[config.mk]
export PLATFORM = sky130hd
export DESIGN_NAME = deserializer
export DESIGN_NICKNAME = d
export VERILOG_FILES = /design/src/rtl/fir_filter_pkg.sv /design/src/rtl/deserializer.sv
export SDC_FILE = /design/constraint.sdc
export NUM_CORES = 1
export LEC_CHECK = 0
export ABC_AREA = 1
export CORE_MARGIN = 2
export CORE_UTILIZATION = 53
export DETAILED_ROUTE_END_ITERATION = 8
export PLACE_DENSITY = 0.78
export SYNTH_ARGS = -nofsm -noshare
export SYNTH_HDL_FRONTEND = slang
export SYNTH_SLANG_ARGS = --single-unit
export TNS_END_PERCENT = 50
[constraint.sdc]
create_clock -name i_clk -period 1.7 [get_ports i_clk]
set_input_delay 0.425 -clock i_clk [delete_from_list [all_inputs] [get_ports i_clk]]
set_output_delay 0.425 -clock i_clk [all_outputs]
set_load 0.01 [all_outputs]
[src/rtl/fir_filter_pkg.sv]
// ---------------------------------------------------------------------------
// fir_filter_pkg
// Shared constants and types for the serial front end.
//   DESER_LENGTH_DEFAULT : default deserializer word width
//   deser_state_e        : deserializer FSM state encoding
//   odd_ones()           : parity helper (1 when the vector has an odd
//                          number of ones)
// Build option: DESERIALIZER_PARITY_EN adds the PARITY state.
// ---------------------------------------------------------------------------
package fir_filter_pkg;

  localparam int DESER_LENGTH_DEFAULT = 24;

`ifdef DESERIALIZER_PARITY_EN
  typedef enum logic [1:0] {
    ST_IDLE   = 2'd0,
    ST_SHIFT  = 2'd1,
    ST_PARITY = 2'd2
  } deser_state_e;
`else
  typedef enum logic [0:0] {
    ST_IDLE  = 1'b0,
    ST_SHIFT = 1'b1
  } deser_state_e;
`endif

  // XOR reduction; callers zero-extend narrower words to 64 bits.
  function automatic logic odd_ones(input logic [63:0] v);
    return ^v;
  endfunction

endpackage

[src/rtl/deserializer.sv]
// ---------------------------------------------------------------------------
// deserializer
// Collects LSB-first serial bits into a LENGTH-bit word and presents it on a
// valid/ready output register.
//
// Ports
//   i_clk         : clock, rising edge
//   i_rst         : synchronous active-high reset, overrides everything
//   i_en          : serial-side enable (shift register, counter, FSM hold
//                   when low)
//   i_din         : serial data, LSB first
//   i_din_valid   : qualifies i_din; a bit is consumed on i_en && i_din_valid
//   ov_dout       : assembled word
//   o_dout_valid  : ov_dout holds an unaccepted word
//   i_dout_ready  : downstream accepts when o_dout_valid && i_dout_ready
//   o_busy        : FSM not in IDLE
//   o_overrun     : one-cycle pulse when a completed word is dropped
//   o_parity_err  : (DESERIALIZER_PARITY_EN only) even-parity error,
//                   registered with ov_dout
//
// Build option: DESERIALIZER_PARITY_EN -- each frame carries one trailing
// even-parity bit, consumed in state PARITY; completion happens there.
// ---------------------------------------------------------------------------
module deserializer
  import fir_filter_pkg::*;
#(
  parameter int LENGTH = DESER_LENGTH_DEFAULT
) (
  input  logic              i_clk,
  input  logic              i_rst,
  input  logic              i_en,
  input  logic              i_din,
  input  logic              i_din_valid,
  output logic [LENGTH-1:0] ov_dout,
  output logic              o_dout_valid,
  input  logic              i_dout_ready,
  output logic              o_busy,
  output logic              o_overrun
`ifdef DESERIALIZER_PARITY_EN
  ,
  output logic              o_parity_err
`endif
);

  localparam int            CW       = $clog2(LENGTH + 1);
  localparam logic [CW-1:0] LAST_IDX = CW'(LENGTH - 1);

  deser_state_e      r_state;
  deser_state_e      w_state_nxt;
  logic [CW-1:0]     r_cnt;
  logic [CW-1:0]     w_cnt_nxt;
  logic [LENGTH-1:0] r_shift;
  logic [LENGTH-1:0] w_shift_nxt;
  logic [LENGTH-1:0] w_shifted;
  logic [LENGTH-1:0] w_word;
  logic              w_consume;
  logic              w_complete;
  logic              w_load;
  logic              w_drop;
  logic [LENGTH-1:0] r_dout;
  logic              r_dout_valid;
  logic              r_overrun;
`ifdef DESERIALIZER_PARITY_EN
  logic              w_perr;
  logic              r_parity_err;
`endif

  assign w_consume = i_en & i_din_valid;
  // New bits enter at the MSB so the first bit of a frame ends in bit 0.
  assign w_shifted = {i_din, r_shift[LENGTH-1:1]};

  // Next-state, counter and shift-register update.
  always_comb begin
    w_state_nxt = r_state;
    w_cnt_nxt   = r_cnt;
    w_shift_nxt = r_shift;
    w_complete  = 1'b0;
    w_word      = w_shifted;
`ifdef DESERIALIZER_PARITY_EN
    w_perr      = 1'b0;
`endif
    case (r_state)
      ST_IDLE: begin
        if (w_consume) begin
          w_shift_nxt = w_shifted;
          w_cnt_nxt   = CW'(1);
          w_state_nxt = ST_SHIFT;
        end else begin
          w_state_nxt = ST_IDLE;
        end
      end
      ST_SHIFT: begin
        if (w_consume) begin
          w_shift_nxt = w_shifted;
          if (r_cnt == LAST_IDX) begin
            w_cnt_nxt   = {CW{1'b0}};
`ifdef DESERIALIZER_PARITY_EN
            w_state_nxt = ST_PARITY;
`else
            w_state_nxt = ST_IDLE;
            w_complete  = 1'b1;
`endif
          end else begin
            w_cnt_nxt = r_cnt + CW'(1);
          end
        end else begin
          w_state_nxt = ST_SHIFT;
        end
      end
`ifdef DESERIALIZER_PARITY_EN
      ST_PARITY: begin
        // Shift register already holds the full word; this bit is parity only.
        if (w_consume) begin
          w_complete  = 1'b1;
          w_word      = r_shift;
          w_perr      = odd_ones(64'(r_shift)) ^ i_din;
          w_state_nxt = ST_IDLE;
        end else begin
          w_state_nxt = ST_PARITY;
        end
      end
`endif
      default: begin
        w_state_nxt = ST_IDLE;
        w_cnt_nxt   = {CW{1'b0}};
      end
    endcase
  end

  // A completed word loads only if the output slot is free this cycle.
  assign w_load = w_complete & (~r_dout_valid | i_dout_ready);
  assign w_drop = w_complete & r_dout_valid & ~i_dout_ready;

  // Serial-side state registers.
  always_ff @(posedge i_clk) begin
    if (i_rst) begin
      r_state <= ST_IDLE;
      r_cnt   <= {CW{1'b0}};
      r_shift <= {LENGTH{1'b0}};
    end else begin
      r_state <= w_state_nxt;
      r_cnt   <= w_cnt_nxt;
      r_shift <= w_shift_nxt;
    end
  end

  // Output register and handshake; independent of i_en.
  always_ff @(posedge i_clk) begin
    if (i_rst) begin
      r_dout       <= {LENGTH{1'b0}};
      r_dout_valid <= 1'b0;
      r_overrun    <= 1'b0;
`ifdef DESERIALIZER_PARITY_EN
      r_parity_err <= 1'b0;
`endif
    end else begin
      r_overrun <= w_drop;
      if (w_load) begin
        r_dout       <= w_word;
        r_dout_valid <= 1'b1;
`ifdef DESERIALIZER_PARITY_EN
        r_parity_err <= w_perr;
`endif
      end else if (r_dout_valid && i_dout_ready) begin
        r_dout_valid <= 1'b0;
      end
    end
  end

  assign ov_dout      = r_dout;
  assign o_dout_valid = r_dout_valid;
  assign o_overrun    = r_overrun;
  assign o_busy       = (r_state != ST_IDLE);
`ifdef DESERIALIZER_PARITY_EN
  assign o_parity_err = r_parity_err;
`endif

endmodule

==> flow_metrics.env, run 1 <==
export IMPL_status="finished, final reports clean"
export IMPL_numPortBuffers=32
export IMPL_fin_cells=415
export IMPL_wl_per_cell_um=11.0
export IMPL_die_y_um=70.4
export IMPL_cp_required_ns=1.27
export IMPL_grt_overflow_total=0
export IMPL_rrSetupSlack_ns=0.15
export IMPL_worst_slew_pin_slew_ns=0.296
export IMPL_finalCritPeriodShare_pct=96.9
export IMPL_cts_root_buf="clkbuf_8"
export IMPL_clock_sinks=55
export IMPL_ys_warn_count=0
export IMPL_avgViaCountPerCell=4.86
export IMPL_setup_violations=0
export IMPL_finalClockSkew_ns=0.00874
export IMPL_fp_row_count=24
export IMPL_design_core_area_sq_um=4290
export IMPL_post_place_cells=406
export IMPL_hold_path_startpoint="r_shift[1]"
export IMPL_max_stage_delay_ns=0.55
export IMPL_cp_depth=1
export IMPL_drv_slew=0
export IMPL_fillers=404
export IMPL_criticalPathCategory="register to output pin"
export IMPL_start_util_pct=54.5
export IMPL_cts_tree="built"
export IMPL_dp_hpwl_mm=2.96
export IMPL_rsz0062_at_grt="no"
export IMPL_cp_top_family="buffers and inverters"
export IMPL_arrival_ns=1.22
export IMPL_setup_ws_ns=0.0533
export IMPL_worstSetupStartpoint="o_busy"
export IMPL_synth_seq_cells=55
export IMPL_drive_gt1_share_pct=6.61
export IMPL_drtIter0Drc=116
export IMPL_fin_nets=369
export IMPL_clock_path_buffers=2
export IMPL_wl_mm=4.55
export IMPL_drc=0
export IMPL_synth_fp_nets=336
export IMPL_hold_slack_ns=0.456
export IMPL_start_kind="register"
export IMPL_die_x_um=70.4
export IMPL_ant_nets=0
export IMPL_clkLatencyLatePin_ns=0.32
export IMPL_gp_routability_congestion=0.837
export IMPL_end_kind="output pin"
export IMPL_htreeDepth=2
export IMPL_clkTransAtPathRegs_ns=0.09
export IMPL_cts_buffers_inserted=5
export IMPL_grt_usage_pct=19.2
export IMPL_ios=33
export IMPL_critical_path_max_fanout=3
export IMPL_antenna_found_initial=0
export IMPL_grt_max_degree=49
export IMPL_hold_class="register to register"
export IMPL_first_global_vias=1850
export IMPL_fin_setup_tns_ns=0
export IMPL_ys_types=19
export IMPL_yosysSeqAreaShare_pct=47.1
export IMPL_placed_area_sq_um=2780
export IMPL_firstDrtPassIters=5
export IMPL_r2r_start="r_cnt[0]"
export IMPL_route_vias_total=2017
export IMPL_relSlewSlack_pct=80.2
export IMPL_total_power_mw=2.21
export IMPL_dieArea_sq_um=4960
export IMPL_critPathSlowestCell="clkdlybuf4s50_1"
export IMPL_p_leak_nw=1.23
export IMPL_grt_pass1_wl_mm=7.65
export IMPL_fin_area_sq_um=2880
export IMPL_netlist_area_sq_um=2340
export IMPL_ff2ff_path_depth=7
export IMPL_max_cap_violations=0
export IMPL_crit_buf_inv=1
export IMPL_fmaxAchievable_ghz=0.607
export IMPL_layout_min_cycle_time_ns=1.65
export IMPL_finalHoldViolCount=0
export IMPL_whs_path_depth=2
export IMPL_syn_inst=329
export IMPL_path_cells="clkdlybuf4s50_1"
export IMPL_peakVddDrop_v=0.000620
export IMPL_finish_utilization_pct=67.1
export IMPL_antennaDiodeCount=0
export IMPL_synth_area_per_cell_sq_um=7.11
export IMPL_power_density_nw_per_um2=768
export IMPL_synthToLayoutAreaGrowth_pct=23.2
export IMPL_dp_slack_ns=-0.0967
final timing paths:
check,end
setup reg to reg,ov_dout[1]
hold / removal,r_shift[1]
setup / recovery,o_busy
hold reg to reg,r_shift[1]
placed cells by master, fill, tap and decap left out:
cell	netlist	layout
nor2_4	1	1
clkbuf_1	8	1
inv_1	77	77
nor2_1	30	30
clkdlybuf4s50_1	0	32
a21o_1	1	1
ha_1	1	1
nand3_4	1	2
nand3_1	1	1
nor3_1	1	1
clkinv_2	0	1
nand2_2	2	2
clkbuf_8	0	5
clkinvlp_4	0	1
buf_12	0	5
buf_4	0	6
dfxtp_1	55	55
a21oi_1	28	28
o21ai_0	25	25
nor2_8	1	1
nand4_1	25	25
nand2_1	62	62
worst register-to-register path: cells and delay by family (launching register included):
kind / cells / cell delay, ns
adder cells (fa/ha/maj): 1 / 0.22
buffers and inverters: 1 / 0.04
flip-flops: 1 / 0.42
AND/OR/NAND/NOR: 5 / 0.81
cells by family (layout without fill, tap and decap cells):
group	after synthesis	count (layout)	synth area share, %
AND/OR/NAND/NOR	124	125	24.5
buffers and inverters	95	128	16.3
flip-flops	55	55	47.1
AO/OA/AOI/OAI	54	54	11.7
adder cells (fa/ha/maj)	1	1	0.535
where the power goes:
part / leakage, nW / internal [mW] / switching, mW
registers: 0.447 / 1.33 / 0.0193
logic: 0.742 / 0.0679 / 0.0941
clock network: 0.0412 / 0.289 / 0.417
synth_stat cells:
library cell	instances	area, sq um
nand3_4	1	17.5
a21o_1	1	7.51
inv_1	77	289
nor2_1	30	113
buf_6	2	22.5
buf_1	1	3.75
nand4_1	25	156
nor3_1	1	5.00
o21ai_0	25	125
nand3_1	1	5.00
a21oi_1	28	140
clkbuf_1	8	30.0
buf_2	7	35.0
nor2_8	1	20.0
ha_1	1	12.5
nand2_1	62	233
nand2_2	2	12.5
nor2_4	1	11.3
dfxtp_1	55	1100
state kept, by name, indices dropped and copies added, names as in the netlist:
register / count
r_shift: 23
ov_dout: 24
r_cnt: 5
o_dout_valid: 1
o_busy: 1
o_overrun: 1
layout make-up:
cell class / count / area, sq um / share of cell area, %
Clock buffer: 6 / 72.6 / 2.52
Tap cell: 52 / 65.1 / 2.26
Multi-Input combinational cell: 180 / 876 / 30.4
Inverter: 77 / 289 / 10.0
Sequential cell: 55 / 1100 / 38.2
Clock inverter: 2 / 12.5 / 0.434
Timing Repair Buffer: 43 / 465 / 16.2
layer usage:
metal	share of wire (%)	up-vias	global-route usage (%)
li1	-	1084	-
met5	0	-	0
met2	47	36	33.9
met3	3.9	5	5.63
met1	47	892	22.0
met4	1.3	0	6.84
repair_timing:
item / 4_1_cts / 5_1_grt
setup endpoints to repair: 0 / 24
hold buffers: 0 / 0
buffers inserted: 0 / 0
gates resized for setup: 0 / 1
No activity file was read; power rests on OpenSTA's default activity.
==> run 2: changes to the inputs <==
--- a/config.mk
+++ b/config.mk
@@ -13,4 +13,4 @@
 export SYNTH_ARGS = -nofsm -noshare
 export SYNTH_HDL_FRONTEND = slang
 export SYNTH_SLANG_ARGS = --single-unit
-export TNS_END_PERCENT = 50
+export TNS_END_PERCENT = 1
==> results of run 2 <==
The final DEF is identical to that of run 1; final timing and power are the same.
